==> src/rtl/dmem_arbiter.sv <==
// Round-robin arbiter and one-outstanding access sequencer sharing a
// single-cycle big-endian data memory between two requesters.
//   state  | meaning
//   IDLE   | arbitrate, accept one request
//   ACCESS | drive memory strobe, capture read data
//   RESP   | one-cycle response pulse to the granted requester
module dmem_arbiter #(
    parameter int ADDR_W    = 32,
    parameter int DATA_W    = 32,
    parameter int MEM_BYTES = 5120
) (
    input  logic              clk,
    input  logic              reset,
    input  logic              req0_valid,
    output logic              req0_ready,
    input  logic              req0_we,
    input  logic [ADDR_W-1:0] req0_addr,
    input  logic [DATA_W-1:0] req0_wdata,
    input  logic              req1_valid,
    output logic              req1_ready,
    input  logic              req1_we,
    input  logic [ADDR_W-1:0] req1_addr,
    input  logic [DATA_W-1:0] req1_wdata,
    output logic              rsp0_valid,
    output logic [DATA_W-1:0] rsp0_rdata,
    output logic              rsp0_err,
    output logic              rsp1_valid,
    output logic [DATA_W-1:0] rsp1_rdata,
    output logic              rsp1_err,
    output logic              MemRead,
    output logic              MemWrite,
    output logic [ADDR_W-1:0] Address,
    output logic [DATA_W-1:0] Write_data,
    input  logic [DATA_W-1:0] Read_data
);

    typedef enum logic [1:0] {
        S_IDLE   = 2'd0,
        S_ACCESS = 2'd1,
        S_RESP   = 2'd2
    } state_t;

    state_t              r_state;
    state_t              w_next;
    logic                r_last;
    logic                r_we;
    logic [ADDR_W-1:0]   r_addr;
    logic [DATA_W-1:0]   r_wdata;
    logic                r_id;
    logic                r_err;
    logic [DATA_W-1:0]   r_rdata;

    logic                w_grant0;
    logic                w_grant1;
    logic                w_hs;
    logic                w_req_we;
    logic [ADDR_W-1:0]   w_req_addr;
    logic [DATA_W-1:0]   w_req_wdata;
    logic [ADDR_W+1:0]   w_end_addr;
    logic                w_req_err;
    logic                w_rsp;

    always_comb begin
        w_grant0    = req0_valid && (!req1_valid || r_last);
        w_grant1    = req1_valid && (!req0_valid || !r_last);
        req0_ready  = (r_state == S_IDLE) && w_grant0 && !reset;
        req1_ready  = (r_state == S_IDLE) && w_grant1 && !reset;
        w_hs        = req0_ready || req1_ready;
        w_req_we    = req1_ready ? req1_we    : req0_we;
        w_req_addr  = req1_ready ? req1_addr  : req0_addr;
        w_req_wdata = req1_ready ? req1_wdata : req0_wdata;
        // Extra headroom bits keep addresses near the top from wrapping into range.
        w_end_addr  = {2'b00, w_req_addr} + (ADDR_W+2)'(3);
        w_req_err   = w_end_addr > (ADDR_W+2)'(MEM_BYTES - 1);
    end

    always_ff @(posedge clk) begin
        if (reset) begin
            r_state <= S_IDLE;
        end else begin
            r_state <= w_next;
        end
    end

    always_comb begin
        w_next = r_state;
        case (r_state)
            S_IDLE:   if (w_hs) w_next = S_ACCESS;
            S_ACCESS: w_next = S_RESP;
            S_RESP:   w_next = S_IDLE;
            default:  w_next = S_IDLE;
        endcase
    end

    always_ff @(posedge clk) begin
        if (reset) begin
            r_last  <= 1'b1;
            r_we    <= 1'b0;
            r_addr  <= '0;
            r_wdata <= '0;
            r_id    <= 1'b0;
            r_err   <= 1'b0;
            r_rdata <= '0;
        end else begin
            if (w_hs) begin
                r_last  <= req1_ready;
                r_id    <= req1_ready;
                r_we    <= w_req_we;
                r_addr  <= w_req_addr;
                r_wdata <= w_req_wdata;
                r_err   <= w_req_err;
            end
            if (r_state == S_ACCESS) begin
                r_rdata <= (!r_we && !r_err) ? Read_data : '0;
            end
        end
    end

    always_comb begin
        MemWrite   = (r_state == S_ACCESS) && r_we && !r_err && !reset;
        MemRead    = (r_state == S_ACCESS) && !r_we && !r_err && !reset;
        Address    = r_addr;
        Write_data = r_wdata;
        w_rsp      = (r_state == S_RESP) && !reset;
        rsp0_valid = w_rsp && !r_id;
        rsp1_valid = w_rsp && r_id;
        rsp0_rdata = rsp0_valid ? r_rdata : '0;
        rsp1_rdata = rsp1_valid ? r_rdata : '0;
        rsp0_err   = rsp0_valid && r_err;
        rsp1_err   = rsp1_valid && r_err;
    end

endmodule
==> config.mk <==
export PLATFORM = sky130hd
export DESIGN_NAME = dmem_arbiter
export DESIGN_NICKNAME = d
export VERILOG_FILES = /design/src/rtl/dmem_arbiter.sv
export SDC_FILE = /design/constraint.sdc
export NUM_CORES = 1
export LEC_CHECK = 0
export ABC_AREA = 1
export BUFFER_PORTS_ARGS = -buffer_cell sky130_fd_sc_hd__buf_2
export CAP_MARGIN = 20
export CORE_MARGIN = 2
export CORE_UTILIZATION = 47
export CTS_CLUSTER_SIZE = 25
export DETAILED_ROUTE_END_ITERATION = 10
export GPL_ROUTABILITY_DRIVEN = 1
export PLACE_DENSITY = 0.82
export SLEW_MARGIN = 20
export SYNTH_ARGS = -nofsm -noshare
export SYNTH_HDL_FRONTEND = slang
export SYNTH_SLANG_ARGS = --single-unit
==> constraint.sdc <==
create_clock -name clk -period 3.5 [get_ports clk]
set_input_delay 1.05 -clock clk [delete_from_list [all_inputs] [get_ports clk]]
set_output_delay 1.05 -clock clk [all_outputs]
set_load 0.1 [all_outputs]
==> results of run 1 <==
## registers in the layout, indices dropped and copies added, names as in the netlist
register    flops
Write_data     32
r_rdata        32
r_last          1
r_we            1
r_err           1
r_state         2
Address        32
r_id            1
## synth_stat cells (3+ instances only)
cell type and number:
a32o_1 32, nand3_1 31, o21ai_0 47, inv_2 3, nand2_1 282, buf_1 12
nand2_2 15, dfxtp_1 102, nor2_4 6, a311oi_1 33, a21oi_1 31, nor2_1 159
clkbuf_1 27, nor2_2 10, buf_2 7, buf_6 4, buf_4 4, inv_1 108
o21bai_1 3, nand4_1 9
## report_power, final
| group | switching, W | total [W] | internal (W) |
|---|---|---|---|
| combinational | 0.00114 | 0.00149 | 0.000351 |
| sequential | 0.0000609 | 0.00134 | 0.00128 |
| clock | 0.000442 | 0.000942 | 0.000500 |
## worst reg2reg max path: stages, from the launching register on
cell and delay (ns):
dfxtp_1 0.43, inv_1 0.06, nand2_1 0.10, nor2_4 0.06, nand2_4 0.24, buf_4 0.25, nand2_1 0.06, nand2_1 0.15
nand2_1 0.09, nor2_1 0.21, nand2_1 0.11, nor2_1 0.11, nand2_1 0.06, nand2_1 0.07, nand2_1 0.06, inv_1 0.05
nand3_1 0.08, nor2_1 0.10, nand3_1 0.10, nor2_1 0.09, nor2_1 0.04
## area by class of cell
cell class	count	share of cell area, %
inverter	112	4.56
antenna	2	0.0519
clock inverter	5	0.363
tap	172	2.23
multi-input combinational	675	37.1
sequential	102	21.2
timing repair buffer	358	32.1
clock buffer	10	2.48
## metal layers
| layer | vias to the layer above | share of wire (%) | GRT usage [%] |
|---|---|---|---|
| met1 | 3374 | 39 | 37.5 |
| met5 | - | 0 | 0 |
| met4 | 0 | 2.9 | 11.8 |
| met2 | 313 | 51 | 55.3 |
| li1 | 3670 | - | - |
| met3 | 42 | 6.7 | 5.77 |
## cell families (layout without fill, tap and decap cells)
group                      count (synthesis)  count (layout)  share of synthesized area, %
AOI/OAI and AO/OA                        151             151                          17.8
adders and majority gates                  1               1                         0.209
xor gates and xnor gates                   1               1                         0.146
DFF                                      102             102                          34.1
buffers and inverters                    167             485                          11.6
and+or+nand+nor                          521             521                          36.0
muxes                                      1               1                         0.167
other                                      0               2                             0
## worst paths after layout
kind | slack, ns | end | depth (start not counted)
setup / recovery | 0.10 | rsp0_rdata[7] | 8
hold / removal | 0.49 | Write_data[29] | 2
setup reg to reg | 0.88 | r_err | 20
hold reg to reg | 0.49 | Write_data[29] | 2
## per-stage QoR
step                setup TNS, ns  setup slack, ns
finish                          0            0.103
global route                    0          0.00616
CTS                             0           0.0881
detailed placement              0           0.0863
global placement                0            0.140
floorplan                  -26.64           -0.863
==> flow_summary.ini, run 1 <==
[clocking]
cts_root_buf = clkbuf_16
cts.hold.buffers_added = 0
clock_path_buffers = 2
cts.sinks = 102
cts_buffers = 9
cts_tree = yes
htreeDepth = 3
insertion_delay_ns = 0.34
cts.repair.resized = 0
cts_setup_buffers = 0
clk_pin_slew_ns = 0.07

[finish]
drive_gt1_share_pct = 36.3
final_cells = 1436
fin_util_pct = 77.0
layout_common_cells = nand2_1, buf_2, nor2_1, inv_1, dfxtp_1
multi_input_area_mm2 = 0.00357
n_fill_cell = 957
finalNetCount = 1425
stdcell_area_mm2 = 0.00964
final_common_cell = nand2_1
seqCellArea_mm2 = 0.00204
synthToLayoutAreaGrowth_pct = 61.0

[timing]
post-route-period-util_pct = 97.1
grt_setup_unrepaired = no
setup_viol = 0
slew_viol_final = 0
tightest_slew_ns = 0.544
clock.fmax_ghz = 0.294
final.setup_skew_ns = 0.00676
whs_ns = 0.489
min_period_ns = 3.40
hold_violations = 0
relSlewSlack_pct = 64.0

[min_path]
min_path_type = register to register
min_from = Write_data[29]

[yosys]
synthCells = 944
yosysSeqAreaShare_pct = 34.1
synth-seq-cells = 102
postSynthAreaPerCell_um2 = 6.34
syn_nets = 1111
synth_edf_count = 0
ys.flop_type = dfxtp_1
yosysTopAreaCellShare_pct = 34.1
netlist_top_cells_area = dfxtp_1, nand2_1, nor2_1
yosysWarnings = 0
synth_area_mm2 = 0.00599
synth_cell_types = 36
synth_top_cell_by_area = dfxtp_1
synthArstFlopShare_pct = 0

[routing]
ant_nets = 0
wire_per_inst_um = 15.4
drt-initial-drc-count = 423
drt_wl_total_um = 22200
drc = 0
vias = 7399
via_per_inst = 5.15
dr.pass1.iters = 7

[placed_design]
portBuffers = 301
placed_area_mm2 = 0.00936
post-dp-hpwl_um = 17800
dpl.cell_count = 1419
routabilityCongestion = 0.949

[floorplan]
boundaryPins = 302
die_y_um = 117
dieArea_mm2 = 0.0137
rows = 41
initial_core_util_pct = 47.8
core_mm2 = 0.0125
die_w_um = 117

[critical_path]
cp.arrival_ns = 2.35
worstSetupPathType = input pin to output port
r2r-start = r_state[1]
crit_chain = buf_2 -> inv_16 -> nand3_4 -> nor2_4 -> inv_2 -> buf_12 -> nor2_1 -> buf_12
cp_common_cell = buf_12
critPathMaxFanout = 23
start_kind = input pin
critPathSlowestCell = buf_12
cpLargestDelayFamily = buffers and inverters
critical_path.startpoint = reset
cp-end-kind = output port
worstPathRequired_ns = 2.45
critPathBufInv = 5
cpPeakStageDelay_ns = 0.21

[status]
status = completed

[pwr]
power_w = 0.00377
p_leak_nw = 4.48
vdd_drop_max_mv = 0.327
powerDensity_mw_per_mm2 = 391

[global_routing]
grt_usage_pct = 31.2
antenna_found_initial = 1
grt_pass1_vias = 6732
grt_first_pass_wirelength_um = 33400
overflow = 0
grt_max_degree = 132

[job]
drv_cap = 0
Power figures use the tool's default switching activity.
==> run 2, diff against run 1 <==
- PLACE_DENSITY: 0.82 -> not set
- PLACE_DENSITY_LB_ADDON: not set -> 0.12
==> run 2 against run 1 <==
Compared with the run above: routed wire length decreased by 5.1%; total power decreased by 0.16%; critical path depth unchanged; via count decreased by 3.4%; count of clock-buffer cells in the layout unchanged; critical path type unchanged; critical endpoint is now rsp1_rdata[19]; largest power group unchanged; highest routed layer unchanged.
==> flow_summary.ini, run 2 (synthesis gave the netlist of run 1 again) <==
[clocking]
cts_tree = yes
cts_buffers = 9
htreeDepth = 3
clock_path_buffers = 2
cts.hold.buffers_added = 0
cts.sinks = 102
clk_pin_slew_ns = 0.07
cts_setup_buffers = 0
insertion_delay_ns = 0.34
cts_root_buf = clkbuf_16

[global_routing]
grt_max_degree = 100
grt_first_pass_wirelength_um = 32300
grt_pass1_vias = 6523
grt_usage_pct = 29.8
overflow = 0
antenna_found_initial = 0

[pwr]
p_leak_nw = 4.35
vdd_drop_max_mv = 0.282
powerDensity_mw_per_mm2 = 399

[routing]
wire_per_inst_um = 14.9
via_per_inst = 5.07
drt_wl_total_um = 21100
drc = 0
vias = 7144
ant_nets = 0
dr.pass1.iters = 5
drt-initial-drc-count = 415

[finish]
finalNetCount = 1400
multi_input_area_mm2 = 0.00357
drive_gt1_share_pct = 35.1
synthToLayoutAreaGrowth_pct = 57.5
seqCellArea_mm2 = 0.00204
n_fill_cell = 1039
layout_common_cells = nand2_1, buf_2, nor2_1, inv_1, dfxtp_1
final_common_cell = nand2_1
stdcell_area_mm2 = 0.00943
antennaDiodeCount = 0

[critical_path]
cpPeakStageDelay_ns = 0.36
crit_chain = buf_2 -> inv_16 -> nand3_4 -> nor2_4 -> inv_4 -> buf_4 -> nor2_4 -> buf_12
critPathSlowestCell = inv_4
worstSetupPathType = input pin to output port
worstPathRequired_ns = 2.45
cp.arrival_ns = 2.39
start_kind = input pin
critPathMaxFanout = 21
cp-end-kind = output port
cp_common_cell = nor2_4

[timing]
whs_ns = 0.489
relSlewSlack_pct = 63.0
setup_viol = 0
grt_setup_unrepaired = no
min_period_ns = 3.44
clock.fmax_ghz = 0.290
post-route-period-util_pct = 98.4
slew_viol_final = 0
hold_violations = 0
tightest_slew_ns = 0.559
final.setup_skew_ns = 0.00906

[placed_design]
placed_area_mm2 = 0.00913
routabilityCongestion = 0.926
post-dp-hpwl_um = 16700
portBuffers = 301

[status]
status = completed

[min_path]
min_path_type = register to register

[floorplan]
dieArea_mm2 = 0.0137
boundaryPins = 302
initial_core_util_pct = 47.8
die_w_um = 117
die_y_um = 117
rows = 41
core_mm2 = 0.0125

[job]
drv_cap = 0
-- run 2: changes by cell type in the layout (fill, tap and decap cells not counted) --
cell	before	now
buf_12	78	75
buf_4	51	29
clkinv_2	2	1
clkinv_4	1	0
clkinv_8	0	1
clkinvlp_4	1	2
diode_2	2	0
inv_2	3	2
inv_4	1	2
inv_6	1	2
-- run 2: power by group --
part	internal, W	total (W)	switching [W]
clock	0.000512	0.000982	0.000470
sequential	0.00128	0.00134	0.0000593
combinational	0.000324	0.00144	0.00112
-- run 2: final timing paths --
| check | startpoint | endpoint | slack (ns) | depth (start not counted) |
|---|---|---|---|---|
| worst max-delay path | reset | rsp1_rdata[19] | 0.06 | 8 |
| worst min register to register | r_last | r_last | 0.49 | 2 |
| worst min-delay path | r_last | r_last | 0.49 | 2 |
| worst max register to register | r_state[0] | r_err | 0.94 | 18 |
-- run 2: stage by stage --
step	setup WS, ns	std cells	TNS, ns	power (W)	util, %
finish	0.0557	1410	0	0.00376	75.3
global route	0.00256	1410	0	0.00393	75.3
CTS	0.0579	1410	0	0.00378	75.3
detailed placement	-0.0468	1394	-0.495	0.00280	73.0
global placement	0.0167	1394	0	0.00278	73.0
floorplan	-0.863	944	-26.64	0.00245	-
-- run 2: worst max-delay path: cells and delay by family --
family	cells	cell delay, ns
and+or+nand+nor	3	0.21
buffers and inverters	5	1.10
-- run 2: what timing repair did --
action,in CTS,in global routing
resized for setup,1,0
setup endpoints to repair,24,0
endpoints found under the hold margin,0,0
-- run 2: area by class of cell --
type	count	area share [%]
Tap cell	172	2.28
Inverter	112	4.68
Sequential cell	102	21.7
Clock inverter	6	0.571
Multi-Input combinational cell	675	37.9
Timing Repair Buffer	333	30.4
Clock buffer	10	2.53
-- run 2: per-layer routing --
layer / global-route usage [%] / up-vias / wire, um
met5: 0 / - / 0
met4: 10.2 / 0 / 531
met3: 6.33 / 37 / 1530
met2: 51.6 / 259 / 10400
met1: 36.8 / 3228 / 8630
li1: - / 3620 / -
==> run 3, diff against run 2 <==
- CORE_MARGIN: 2 -> 10
- PLACE_DENSITY: not set -> 0.86
- PLACE_DENSITY_LB_ADDON: 0.12 -> not set
==> run 3 against run 2 <==
Compared with the run above: via count up 5.3%; non-clock buffer count is 18 higher; design area is 1.4% higher; cell count is 1.3% higher; global-route usage decreased by 3.2 points; combinational power grew 3%; die area rose by 29%; routed wire length is 18% higher; setup slack improved by 0.029 ns; count of clock-buffer cells in the layout is the same; clock skew rose by 0.0027 ns; critical endpoint is now rsp0_rdata[14]; highest routed layer is now met5.
==> flow_summary.ini, run 3 (synthesis gave the netlist of run 1 again) <==
[timing]
tightest_slew_ns = 0.552
setup_slack_ns = 0.0850
relSlewSlack_pct = 63.4
setup_viol = 0
clock.fmax_ghz = 0.293
post-route-period-util_pct = 97.6
tns_ns = 0
slew_viol_final = 0
grt_setup_unrepaired = no
final.setup_skew_ns = 0.0117
min_period_ns = 3.42
whs_ns = 0.483
hold_violations = 0

[routing]
drt-initial-drc-count = 632
vias = 7526
drc = 0
via_per_inst = 5.27
wire_per_inst_um = 17.3
dr.pass1.iters = 6
drt_wl_total_um = 24800
ant_nets = 0

[placed_design]
dpl.cell_count = 1412
dpl_worst_slack_ns = 0.0700
portBuffers = 301
post-dp-hpwl_um = 20100
routabilityCongestion = 0.961

[floorplan]
rows = 41
core_mm2 = 0.0126
dieArea_mm2 = 0.0176
die_w_um = 133
die_y_um = 133
boundaryPins = 302
initial_core_util_pct = 47.6

[global_routing]
grt_pass1_vias = 7323
grt_usage_pct = 26.6
antenna_found_initial = 1
grt_max_degree = 106
grt_first_pass_wirelength_um = 38700
overflow = 0

[finish]
n_fill_cell = 935
final_cells = 1428
final_common_cell = nand2_1
antennaDiodeCount = 0
drive_gt1_share_pct = 35.9
layout_common_cells = nand2_1, buf_2, nor2_1, inv_1, dfxtp_1
synthToLayoutAreaGrowth_pct = 59.8
finalNetCount = 1418

[clocking]
cts_setup_buffers = 0
cts.hold.buffers_added = 0
cts_buffers = 9
clk_pin_slew_ns = 0.07
cts_tree = yes
insertion_delay_ns = 0.35
cts.repair.resized = 0
cts.sinks = 102
clock_path_buffers = 2
cts_root_buf = clkbuf_16
htreeDepth = 3

[critical_path]
start_kind = input pin
critPathMaxFanout = 16
cp_common_cell = buf_12
worstPathRequired_ns = 2.45
cp.arrival_ns = 2.37
critPathBufInv = 5
cpLargestDelayFamily = buffers and inverters
worstSetupPathType = input pin to output port
cpPeakStageDelay_ns = 0.21
critPathSlowestCell = nor2_1
crit_chain = buf_2 -> inv_16 -> nand3_4 -> nor2_4 -> inv_2 -> buf_12 -> nor2_1 -> buf_12
cp-end-kind = output port

[pwr]
p_sw_share_pct = 44.2
p_clk_share_pct = 25.6
powerDensity_mw_per_mm2 = 397
seqPwrFrac_pct = 35.2
p_int_w = 0.00212
p_sw_w = 0.00168
vdd_drop_max_mv = 0.239
p_leak_nw = 4.44
combPwrFrac_pct = 39.1

[job]
drv_cap = 0

[status]
status = completed

[min_path]
min_path_type = register to register
==> run 3: power by group through the flow <==
| stage | sequential, W | clock [W] | combinational (W) |
|---|---|---|---|
| after CTS | 0.00134 | 0.000992 | 0.00148 |
| after global placement | 0.00135 | 0 | 0.00145 |
| after floorplan | 0.00196 | 0 | 0.000499 |
| after global routing | 0.00135 | 0.00104 | 0.00158 |
| final | 0.00134 | 0.000973 | 0.00148 |
| after detailed placement | 0.00136 | 0 | 0.00148 |
==> run 3: worst register-to-register path, delay by kind of cell, from the launching register on <==
family                 cells  cell delay (ns)
buffers and inverters      2             0.54
DFF                        1             0.36
and+or+nand+nor           15             1.60
==> run 3: final timing paths <==
path | from | endpoint | slack (ns) | cells past startpoint
min reg2reg | r_last | r_last | 0.48 | 2
min | r_last | r_last | 0.48 | 2
max reg2reg | r_state[1] | r_err | 0.89 | 17
max | reset | rsp0_rdata[14] | 0.08 | 8
==> run 3: per-layer routing <==
| metal | up-vias | share of wire [%] | track usage (%) |
|---|---|---|---|
| li1 | 3654 | - | - |
| met1 | 3439 | 39 | 31.1 |
| met2 | 376 | 49 | 46.1 |
| met3 | 55 | 8.3 | 5.94 |
| met4 | 2 | 3.2 | 10.0 |
| met5 | - | 0.053 | 0 |
==> run 3: cell type report <==
type,count,area (um^2),area share (%)
Multi-Input combinational cell,675,3570,37.3
Timing Repair Buffer,351,3010,31.5
Sequential cell,102,2040,21.4
Inverter,112,439,4.59
Clock buffer,10,229,2.39
Tap cell,172,215,2.25
Clock inverter,6,53.8,0.563
==> run 3: per-stage QoR <==
step	instance area [um^2]	utilization [%]	power, W
4_1_cts	9560	76.1	0.00381
2_1_floorplan	6370	-	0.00245
5_1_grt	9560	76.1	0.00397
3_3_place_gp	9280	73.8	0.00281
3_5_place_dp	9280	73.8	0.00284
6_report	9560	76.1	0.00379
